--- config.mk ---
export PLATFORM = sky130hd
export DESIGN_NAME = mem_bus_ctrl
export DESIGN_NICKNAME = d
export VERILOG_FILES = /design/src/rtl/mem_bus_ctrl_pkg.sv /design/src/rtl/mem_bus_ctrl_lane_align.sv /design/src/rtl/mem_bus_ctrl.sv
export SDC_FILE = /design/constraint.sdc
export NUM_CORES = 1
export LEC_CHECK = 0
export ABC_AREA = 1
export CAP_MARGIN = 10
export CORE_UTILIZATION = 40
export DETAILED_ROUTE_END_ITERATION = 12
export PLACE_DENSITY_LB_ADDON = 0.25
export SETUP_SLACK_MARGIN = 0.4
export SLEW_MARGIN = 20
export SYNTH_ARGS = -nofsm -noshare
export SYNTH_HDL_FRONTEND = slang
export SYNTH_SLANG_ARGS = --single-unit
--- constraint.sdc ---
create_clock -name clk -period 1.82 [get_ports clk]
set_clock_uncertainty 0.2 [all_clocks]
set_input_delay 0.364 -clock clk [delete_from_list [all_inputs] [get_ports clk]]
set_output_delay 0.364 -clock clk [all_outputs]
set_load 0.005 [all_outputs]
--- src/rtl/mem_bus_ctrl_pkg.sv ---
// Shared types and width helpers for the mem_bus_ctrl Avalon-MM access unit.
package mem_bus_ctrl_pkg;

    typedef enum logic [1:0] {
        BYTE  = 2'd0,
        HALF  = 2'd1,
        WORD  = 2'd2,
        DWORD = 2'd3
    } mem_size_t;

    typedef enum logic [1:0] {
        IDLE = 2'd0,
        BUS  = 2'd1,
        RESP = 2'd2
    } mem_state_t;

    function automatic int mem_lane_w(input int data_w);
        return $clog2(data_w / 8);
    endfunction

    localparam int MEM_DATA_W = 32;
    localparam int MEM_LANE_W = mem_lane_w(MEM_DATA_W);

endpackage

--- src/rtl/mem_bus_ctrl_lane_align.sv ---
// Byte-lane steering: byteenable and writedata generation, load extract and extend.
module mem_lane_align
    import mem_bus_ctrl_pkg::*;
#(
    parameter int DATA_W = 32,
    parameter int LANE_W = mem_lane_w(DATA_W)
) (
    input  logic [1:0]          size,
    input  logic [LANE_W-1:0]   addr_lo,
    input  logic                is_signed,
    input  logic [DATA_W-1:0]   wdata,
    input  logic [DATA_W-1:0]   rdata,
    output logic [DATA_W/8-1:0] byteenable,
    output logic [DATA_W-1:0]   writedata,
    output logic [DATA_W-1:0]   rdata_fmt,
    output logic                misaligned
);

    localparam int BE_W = DATA_W / 8;

    mem_size_t           size_eff;
    logic [LANE_W-1:0]   low_mask;
    logic [LANE_W-1:0]   lane;
    logic [LANE_W+2:0]   bit_shift;
    logic [BE_W-1:0]     be_base;
    logic [DATA_W-1:0]   size_mask;
    logic [DATA_W-1:0]   shifted;
    logic                sign_bit;

    always_comb begin
        size_eff = mem_size_t'(size);
        // A 32-bit bus has no DWORD lane pattern; fold it onto WORD.
        if (DATA_W == 32 && size_eff == DWORD) begin
            size_eff = WORD;
        end

        low_mask  = '0;
        be_base   = '0;
        size_mask = '0;
        case (size_eff)
            BYTE: begin
                low_mask  = '0;
                be_base   = BE_W'(1);
                size_mask = DATA_W'(32'h0000_00FF);
            end
            HALF: begin
                low_mask  = LANE_W'(1);
                be_base   = BE_W'(3);
                size_mask = DATA_W'(32'h0000_FFFF);
            end
            WORD: begin
                low_mask  = LANE_W'(3);
                be_base   = BE_W'(15);
                size_mask = DATA_W'(32'hFFFF_FFFF);
            end
            default: begin
                low_mask  = '1;
                be_base   = '1;
                size_mask = '1;
            end
        endcase

        lane       = addr_lo & ~low_mask;
        misaligned = |(addr_lo & low_mask);
        bit_shift  = {lane, 3'b000};

        byteenable = be_base << lane;
        writedata  = (wdata & size_mask) << bit_shift;
        shifted    = (rdata >> bit_shift) & size_mask;

        case (size_eff)
            BYTE:    sign_bit = shifted[7];
            HALF:    sign_bit = shifted[15];
            WORD:    sign_bit = shifted[31];
            default: sign_bit = 1'b0;
        endcase

        rdata_fmt = (is_signed && sign_bit) ? (shifted | ~size_mask) : shifted;
    end

endmodule

--- src/rtl/mem_bus_ctrl.sv ---
// Avalon-MM master access unit: one load/store at a time with waitrequest timeout.
// Build option MEM_ALIGN_CHECK_EN: misaligned requests skip the bus and return an error.
//
// state | meaning
// IDLE  | ready for a core request
// BUS   | Avalon read/write asserted, waiting for waitrequest to drop or timeout
// RESP  | one-cycle response pulse back to the core
module mem_bus_ctrl
    import mem_bus_ctrl_pkg::*;
#(
    parameter int DATA_W         = 32,
    parameter int ADDR_W         = 32,
    parameter int TIMEOUT_CYCLES = 255
) (
    input  logic                clk,
    input  logic                reset_n_i,
    input  logic                req_valid_i,
    output logic                req_ready_o,
    input  logic                req_write_i,
    input  logic [1:0]          req_size_i,
    input  logic                req_signed_i,
    input  logic [ADDR_W-1:0]   req_addr_i,
    input  logic [DATA_W-1:0]   req_wdata_i,
    output logic                resp_valid_o,
    output logic [DATA_W-1:0]   resp_rdata_o,
    output logic                resp_err_o,
    output logic                busy_o,
    output logic [ADDR_W-1:0]   address_o,
    output logic                read_o,
    output logic                write_o,
    input  logic                waitrequest_i,
    output logic [DATA_W-1:0]   writedata_o,
    output logic [DATA_W/8-1:0] byteenable_o,
    input  logic [DATA_W-1:0]   readdata_i
);

    localparam int LANE_W = mem_lane_w(DATA_W);
    localparam int CNT_W  = (TIMEOUT_CYCLES > 0) ? $clog2(TIMEOUT_CYCLES + 1) : 1;
    localparam logic [CNT_W-1:0] CNT_LIMIT = CNT_W'(TIMEOUT_CYCLES);

`ifdef MEM_ALIGN_CHECK_EN
    localparam logic ALIGN_CHECK = 1'b1;
`else
    localparam logic ALIGN_CHECK = 1'b0;
`endif

    mem_state_t          state;
    logic [CNT_W-1:0]    wait_cnt;
    logic                lat_write;
    logic [1:0]          lat_size;
    logic                lat_signed;
    logic [LANE_W-1:0]   lat_addr_lo;

    logic [1:0]          al_size;
    logic [LANE_W-1:0]   al_addr_lo;
    logic                al_signed;
    logic [DATA_W/8-1:0] al_byteenable;
    logic [DATA_W-1:0]   al_writedata;
    logic [DATA_W-1:0]   al_rdata_fmt;
    logic                al_misaligned;

    // Lane logic sees the live request while idle and the latched one during the bus cycle.
    assign al_size    = (state == IDLE) ? req_size_i              : lat_size;
    assign al_addr_lo = (state == IDLE) ? req_addr_i[LANE_W-1:0]  : lat_addr_lo;
    assign al_signed  = (state == IDLE) ? req_signed_i            : lat_signed;

    mem_lane_align #(
        .DATA_W (DATA_W),
        .LANE_W (LANE_W)
    ) u_lane_align (
        .size       (al_size),
        .addr_lo    (al_addr_lo),
        .is_signed  (al_signed),
        .wdata      (req_wdata_i),
        .rdata      (readdata_i),
        .byteenable (al_byteenable),
        .writedata  (al_writedata),
        .rdata_fmt  (al_rdata_fmt),
        .misaligned (al_misaligned)
    );

    always_ff @(posedge clk) begin
        if (!reset_n_i) begin
            state        <= IDLE;
            wait_cnt     <= '0;
            lat_write    <= 1'b0;
            lat_size     <= 2'd0;
            lat_signed   <= 1'b0;
            lat_addr_lo  <= '0;
            req_ready_o  <= 1'b0;
            resp_valid_o <= 1'b0;
            resp_err_o   <= 1'b0;
            resp_rdata_o <= '0;
            busy_o       <= 1'b0;
            read_o       <= 1'b0;
            write_o      <= 1'b0;
            address_o    <= '0;
            writedata_o  <= '0;
            byteenable_o <= '0;
        end else begin
            case (state)
                IDLE: begin
                    resp_valid_o <= 1'b0;
                    resp_err_o   <= 1'b0;
                    if (req_ready_o && req_valid_i) begin
                        req_ready_o <= 1'b0;
                        lat_write   <= req_write_i;
                        lat_size    <= req_size_i;
                        lat_signed  <= req_signed_i;
                        lat_addr_lo <= req_addr_i[LANE_W-1:0];
                        if (ALIGN_CHECK && al_misaligned) begin
                            state        <= RESP;
                            resp_valid_o <= 1'b1;
                            resp_err_o   <= 1'b1;
                            resp_rdata_o <= '0;
                        end else begin
                            state        <= BUS;
                            wait_cnt     <= '0;
                            busy_o       <= 1'b1;
                            read_o       <= ~req_write_i;
                            write_o      <= req_write_i;
                            address_o    <= {req_addr_i[ADDR_W-1:LANE_W], {LANE_W{1'b0}}};
                            byteenable_o <= al_byteenable;
                            writedata_o  <= al_writedata;
                        end
                    end else begin
                        req_ready_o <= 1'b1;
                    end
                end

                BUS: begin
                    if (!waitrequest_i) begin
                        state        <= RESP;
                        busy_o       <= 1'b0;
                        read_o       <= 1'b0;
                        write_o      <= 1'b0;
                        resp_valid_o <= 1'b1;
                        resp_err_o   <= 1'b0;
                        resp_rdata_o <= lat_write ? '0 : al_rdata_fmt;
                    end else if (TIMEOUT_CYCLES != 0 && wait_cnt == CNT_LIMIT) begin
                        state        <= RESP;
                        busy_o       <= 1'b0;
                        read_o       <= 1'b0;
                        write_o      <= 1'b0;
                        resp_valid_o <= 1'b1;
                        resp_err_o   <= 1'b1;
                        resp_rdata_o <= '0;
                    end else begin
                        wait_cnt <= wait_cnt + 1'b1;
                    end
                end

                RESP: begin
                    state        <= IDLE;
                    resp_valid_o <= 1'b0;
                    resp_err_o   <= 1'b0;
                    req_ready_o  <= 1'b1;
                end

                default: begin
                    state       <= IDLE;
                    busy_o      <= 1'b0;
                    read_o      <= 1'b0;
                    write_o     <= 1'b0;
                    req_ready_o <= 1'b0;
                end
            endcase
        end
    end

endmodule
Word level (Yosys, flattened, before mapping)
Index checks and enable logic that the tools add are counted.

storage, ports and cells
  bits in registers = 120
  latch bits = 0
  memory bits (writable) = 0
  memory bits (read-only) = 0
  bits of input ports = 104
  memories kept = 0

cells by class
  add/subtract/negate cells = 1
  multipliers = 0
  div/mod/pow operators = 0
  $lt $le $gt $ge = 0
  eq/ne operators = 11
  shifts and indexed selects = 3
  mux-type cells = 35
  bitwise operators = 8
  reduce and logical (&&, ||, !) cells = 13

operators by type and width
  kind                   count
  $mux W32               4
  $and A32 B32 Y32       2
  $pmux W32 S2           1
  $not A32 Y32           1
  $or A32 B32 Y32        1
  $shl A32 B5 Y32        1
  $shr A32 B5 Y32        1
  $mux W8                3
  $pmux W8 S2            1
  $pmux W1 S3            5
  $mux W2                6
  $mux W1                10
  $add A8 B1 Y8 const B  1
  $eq A8 B8 Y1 const B   1
  $pmux W2 S2            2
  $pmux W4 S2            1
  $reduce_and A2 Y1      4
  $eq A2 B2 Y1 const B   3
  $eq A2 B1 Y1 const B   2
  $logic_not A2 Y1       2
  $ne A2 B1 Y1 const B   2
  $ne A2 B2 Y1 const B   2
  $pmux W1 S2            2
  $reduce_and A4 Y1      1
  9 further kinds        12

Logic depth before layout (Yosys ltp)
  word-level depth = 15
  mapped depth = 16
  gate-level depth less buffers = 14

Cells and area by module
A second synthesis with hierarchy kept.

unflattened totals
  cells, all modules = 831
  area, all modules = 5500.3 µm²

by module, submodules not included
  module          times used  cells an instance  area each (µm²)
  mem_bus_ctrl    1           587                4371.7
  mem_lane_align  1           244                1128.6

Least setup slack after synthesis
No wires, ideal clock.

  path kind = register -> register
  start point = reg state[0]
  end point = reg resp_rdata_o[24]
  setup time = 132 ps
  arrival = 1663 ps
  data required time = 1488 ps
  path slack = -176 ps
  stages on the path, launching flop included = 16
  path through = dfxtp_1 > buf_6 > nor2_4 > nand2_1 > nand2_1 > nand3_2 > buf_6 > nand2_1 > nand3_1 > nand3_1 > nand3_1 > nand2_2 > nand2_4 > buf_6 > nand2_1 > a21oi_1

on the way
  cells in the longest elaborated chain, start to end = 15

ends and longest elaborated chain
  element                                           line                                                          source
  start, declared                                   mem_bus_ctrl.sv:47                                            mem_state_t state;
  start signal, assigned                            mem_bus_ctrl.sv:84                                            state <= IDLE;
  start signal, assigned                            mem_bus_ctrl.sv:112                                           state <= RESP;
  start signal, assigned                            mem_bus_ctrl.sv:117                                           state <= BUS;
  $logic_not A2 Y1                                  mem_bus_ctrl.sv:63, mem_bus_ctrl.sv:64, mem_bus_ctrl.sv:65
  $mux W2                                           mem_bus_ctrl.sv:63                                            assign al_size = (state == IDLE) ? req_size_i : lat_size;
  $eq A2 B2 Y1                                      mem_bus_ctrl_lane_align.sv:33                                 if (DATA_W == 32 && size_eff == DWORD) begin
  $mux W2                                           mem_bus_ctrl_lane_align.sv:33
  $eq A2 B1 Y1 or $logic_not A2 Y1 (tied branches)  mem_bus_ctrl_lane_align.sv:40, mem_bus_ctrl_lane_align.sv:71
  $pmux W2 S2                                       mem_bus_ctrl_lane_align.sv:40                                 case (size_eff)
  $not A2 Y2                                        mem_bus_ctrl_lane_align.sv:63                                 lane = addr_lo & ~low_mask;
  $and A2 B2 Y2                                     mem_bus_ctrl_lane_align.sv:63
  $shr A32 B5 Y32                                   mem_bus_ctrl_lane_align.sv:69                                 shifted = (rdata >> bit_shift) & size_mask;
  $and A32 B32 Y32                                  mem_bus_ctrl_lane_align.sv:69
  $pmux W1 S3                                       mem_bus_ctrl_lane_align.sv:71                                 case (size_eff)
  $logic_and A1 B1 Y1                               mem_bus_ctrl_lane_align.sv:78                                 rdata_fmt = (is_signed && sign_bit) ? (shifted | ~size_mask) : shifted;
  $mux W32                                          mem_bus_ctrl_lane_align.sv:78
  $mux W32                                          mem_bus_ctrl.sv:139                                           resp_rdata_o <= lat_write ? '0 : al_rdata_fmt;
  $mux W32                                          mem_bus_ctrl.sv:132                                           if (!waitrequest_i) begin
  end signal, assigned                              mem_bus_ctrl.sv:139
  end, declared                                     mem_bus_ctrl.sv:25                                            output logic [DATA_W-1:0] resp_rdata_o,

Several ways; a longest one is shown, not always the timed one.
A chain may end at the register's enable or synchronous reset.

Final worst setup path
  start point = reg state[1]
  end point = reg resp_rdata_o[15]

The elaborated chain is that of the path after synthesis.

==> results by group <==
Run status
  • Status: finished, violations left
  • Failing checks: setup timing

Power
  • NetSw: 0.00222 W
  • Clock group share of total power: 43.6%
  • Switch share: 27.1%
  • Sequential power share: 35.0%
  • P_leak: 4.46 nW
  • VDD IR-drop max: 656 uV
  • Pwr/cell area: 841 nW/um^2
  • Gate power share: 21.4%
  • P_int: 0.00597 W
  • Total power: 0.00819 W

Synthesis
  • Library cells used by synthesis: 38
  • Synth Area per Inst: 7.18 sq um
  • Register area share after synthesis: 45.2%
  • Post-synth EDFFs: 0
  • Syn Inst Count: 740
  • Synthesized cell area: 5310 sq um
  • Asr flop ratio synth: 0%
  • #FFs+latches synth: 120
  • Ys Warns: 0
  • Top_reg_cell synth: dfxtp_1

Detailed routing
  • DRC: 0
  • Avg WL per Cell: 16.4 microns
  • Via density per instance: 5.15
  • Pre-Repair DR Iteration Count: 5
  • Initial DRC Count: 513
  • Vias: 6320
  • Remaining antenna violation count: 0
  • Wirelength, routed: 20.1 mm

Setup path
  • Worst-path cell chain: nor2_4 -> nand2_2 -> nand2_4 -> nand2_4 -> nor2_8 -> nand2_4 -> nand3_2 -> nand3_2 -> nand3_2 -> nand2_4 -> nand2_8 -> nand2_1 -> a21oi_1
  • CP endpoint: resp_rdata_o[15]
  • Most used cell, CP: nand2_4
  • Worst path depth: 13
  • Critical path fanouts, max: 8
  • Top delay family on crit path: simple AND/OR/NAND/NOR gates
  • Worst R2R Path Depth: 13
  • R2R setup slack: -290 ps
  • CP startpoint kind: register
  • Buf+Inv Stages, Crit Path: 0
  • CP Data Arrival Time: 2240 ps
  • Max incr delay on CP: 350 ps
  • Reg-to-Reg End: resp_rdata_o[15]
  • RR Startpoint: state[1]
  • CP max stage cell: dfxtp_2
  • Crit end category: register
  • WS Path Type: reg -> reg
  • Critical path data required time: 1950 ps
  • Crit path from: state[1]

CTS
  • H-tree depth: 4
  • CTS tree: built
  • Num CTS Buffers: 17
  • Hold-fix buffer count after cts: 0
  • CTS clk-pin slew, worst paths: 60 ps
  • CTS Sinks: 120
  • Root buf cell: clkbuf_16
  • Worst-skew pair later-pin latency: 410 ps
  • CTS max path bufs: 2

Die
  • Die H: 117 microns
  • CORE AREA: 12800 sq um
  • I/O pin count: 210
  • Initial core utilization: 41.6%
  • Rows: 41
  • Die area: 13700 sq um
  • Die Wd: 117 microns

Place
  • GPL Wtd Cong: 0.897
  • Placed wire-length estimate: 12.2 mm
  • # port buffers: 207
  • Placed cell count: 1135
  • Pre-CTS WS: -555 ps

Finish
  • Area Growth Syn to Fin: 83.4%
  • # diodes: 0
  • Most frequent cells in the layout: nand2_1, dfxtp_2, clkdlybuf4s50_1
  • NumNets Final: 1147
  • Layout cells sized above 1: 44.6%
  • Fillers: 886
  • Most common cell after layout, fill and taps aside: nand2_1
  • Final Instance Count excl. Fillers: 1227
  • Finished Core Util: 76.2%

STA
  • Final Max Slew Viols: 0
  • Final Hold Viols: 0
  • Worst-Margin Slew: 517 ps
  • Final setup fails: 99
  • Min Tclk post-route: 2110 ps
  • Final worst-path setup slack: -288 ps
  • RSZ-0062 raised after global routing: true
  • Fmax: 474 MHz
  • Relative slew margins: 65.6%
  • Final Cycle Share: 116%

Min path
  • Worst Hold Class: reg -> reg
  • Worst Hold Depth: 2

Global routing
  • Initial antenna violation count: 0
  • First-pass GRT wire length: 29.0 mm
  • Global route total overflow: 0
  • Vias in the first global route: 5849
  • Largest net degree at the start of global routing: 42
  • Total GRT Usage: 27.8%

Run
  • Max-Cap Viols: 0
-- power by group through the flow --
stage / combinational, W / clock, W / sequential, W
5_1_grt: 0.00188 / 0.00374 / 0.00288
3_5_place_dp: 0.00142 / 0 / 0.00288
2_1_floorplan: 0.000676 / 0 / 0.00289
4_1_cts: 0.00157 / 0.00360 / 0.00285
3_3_place_gp: 0.00141 / 0 / 0.00288
6_report: 0.00175 / 0.00357 / 0.00287
-- worst min-delay path: stages (launching register included) --
cell and delay (ps):
dfxtp_2 320, nand2_1 50, a21oi_1 50
-- how the worst min path moves through the flow --
| stage | startpoint | endpoint | slack (ps) |
|---|---|---|---|
| 6_report | resp_valid_o | resp_valid_o | 260 |
| 3_5_place_dp | resp_valid_o | resp_valid_o | 250 |
| 2_1_floorplan | lat_signed | lat_signed | 240 |
| 5_1_grt | resp_rdata_o[26] | resp_rdata_o[26] | 280 |
| 3_3_place_gp | read_o | read_o | 250 |
| 4_1_cts | resp_valid_o | resp_valid_o | 260 |
-- per-stage QoR --
stage | area [sq um] | setup TNS (ps) | hold slack (ps)
2_1_floorplan | 5550 | -2890 | 242
3_3_place_gp | 8070 | -36170 | 247
3_5_place_dp | 8070 | -38920 | 251
4_1_cts | 9160 | -6000 | 257
5_1_grt | 9740 | -23930 | 280
6_report | 9740 | -12620 | 261
-- metal layers --
metal / share of wire (%) / wire length, microns / vias to the layer above / global-route usage [%]
li1: - / - / 3048 / -
met1: 41 / 8150 / 2951 / 33.3
met2: 49 / 9820 / 277 / 46.9
met3: 7.9 / 1590 / 44 / 7.83
met4: 2.5 / 507 / 0 / 11.1
met5: 0 / 0 / - / 0
-- repair_timing --
item | 4_1_cts | 5_1_grt
buffers inserted | 24 | 27
gates cloned | 6 | 3
gates resized for setup | 577 | 123
pin swaps | 30 | 24
endpoints found under the setup margin | 224 | 224
-- logic make-up (layout without fill, tap and decap cells) --
group	Yosys count	in the layout	share of synthesized area (%)
muxes	1	1	0.188
DFF	120	120	45.2
buffers and inverters	104	416	8.32
and+or+nand+nor	361	363	29.8
other	1	2	0.0706
xor gates and xnor gates	2	2	0.330
adders and majority gates	1	1	0.236
AOI/OAI and AO/OA	150	150	15.8
-- final cells by class --
cell class	instances	area, sq um	share of cell area (%)
repair buffers	327	3190	32.7
multi-input cells	519	2930	30.1
flip-flops and latches	120	2540	26.1
well taps	172	215	2.21
clock inverters	15	203	2.08
clock buffers	17	425	4.37
inverters	57	233	2.39
-- state kept, by name (all words and copies together), names as in the netlist --
register and cells:
lat_write 1, writedata_o 32, address_o 30, resp_err_o 1
write_o 1, read_o 1, resp_valid_o 1, resp_rdata_o 32
wait_cnt 8, req_ready_o 1, byteenable_o 4, lat_addr_lo 2
busy_o 1, lat_size 2, state 2, lat_signed 1
-- synth_stat cells, types with 3 or more instances --
library cell	number	share of area (%)
nand3_1	79	7.4
or2_2	8	0.94
a22oi_1	8	1.1
a211oi_1	3	0.42
nand2_4	3	0.64
inv_1	49	3.5
buf_4	3	0.42
inv_2	7	0.49
nand2_1	231	16
o211ai_1	6	0.85
nand4_1	3	0.35
buf_1	8	0.57
clkbuf_1	24	1.7
dfxtp_1	120	45
buf_2	8	0.75
nand2_2	6	0.71
nor2_1	19	1.3
o21a_1	7	0.99
a21oi_1	43	4.1
a31oi_1	18	2.1
o21ai_0	61	5.7
buf_6	4	0.85
No activity file was read; power rests on OpenSTA's default activity.
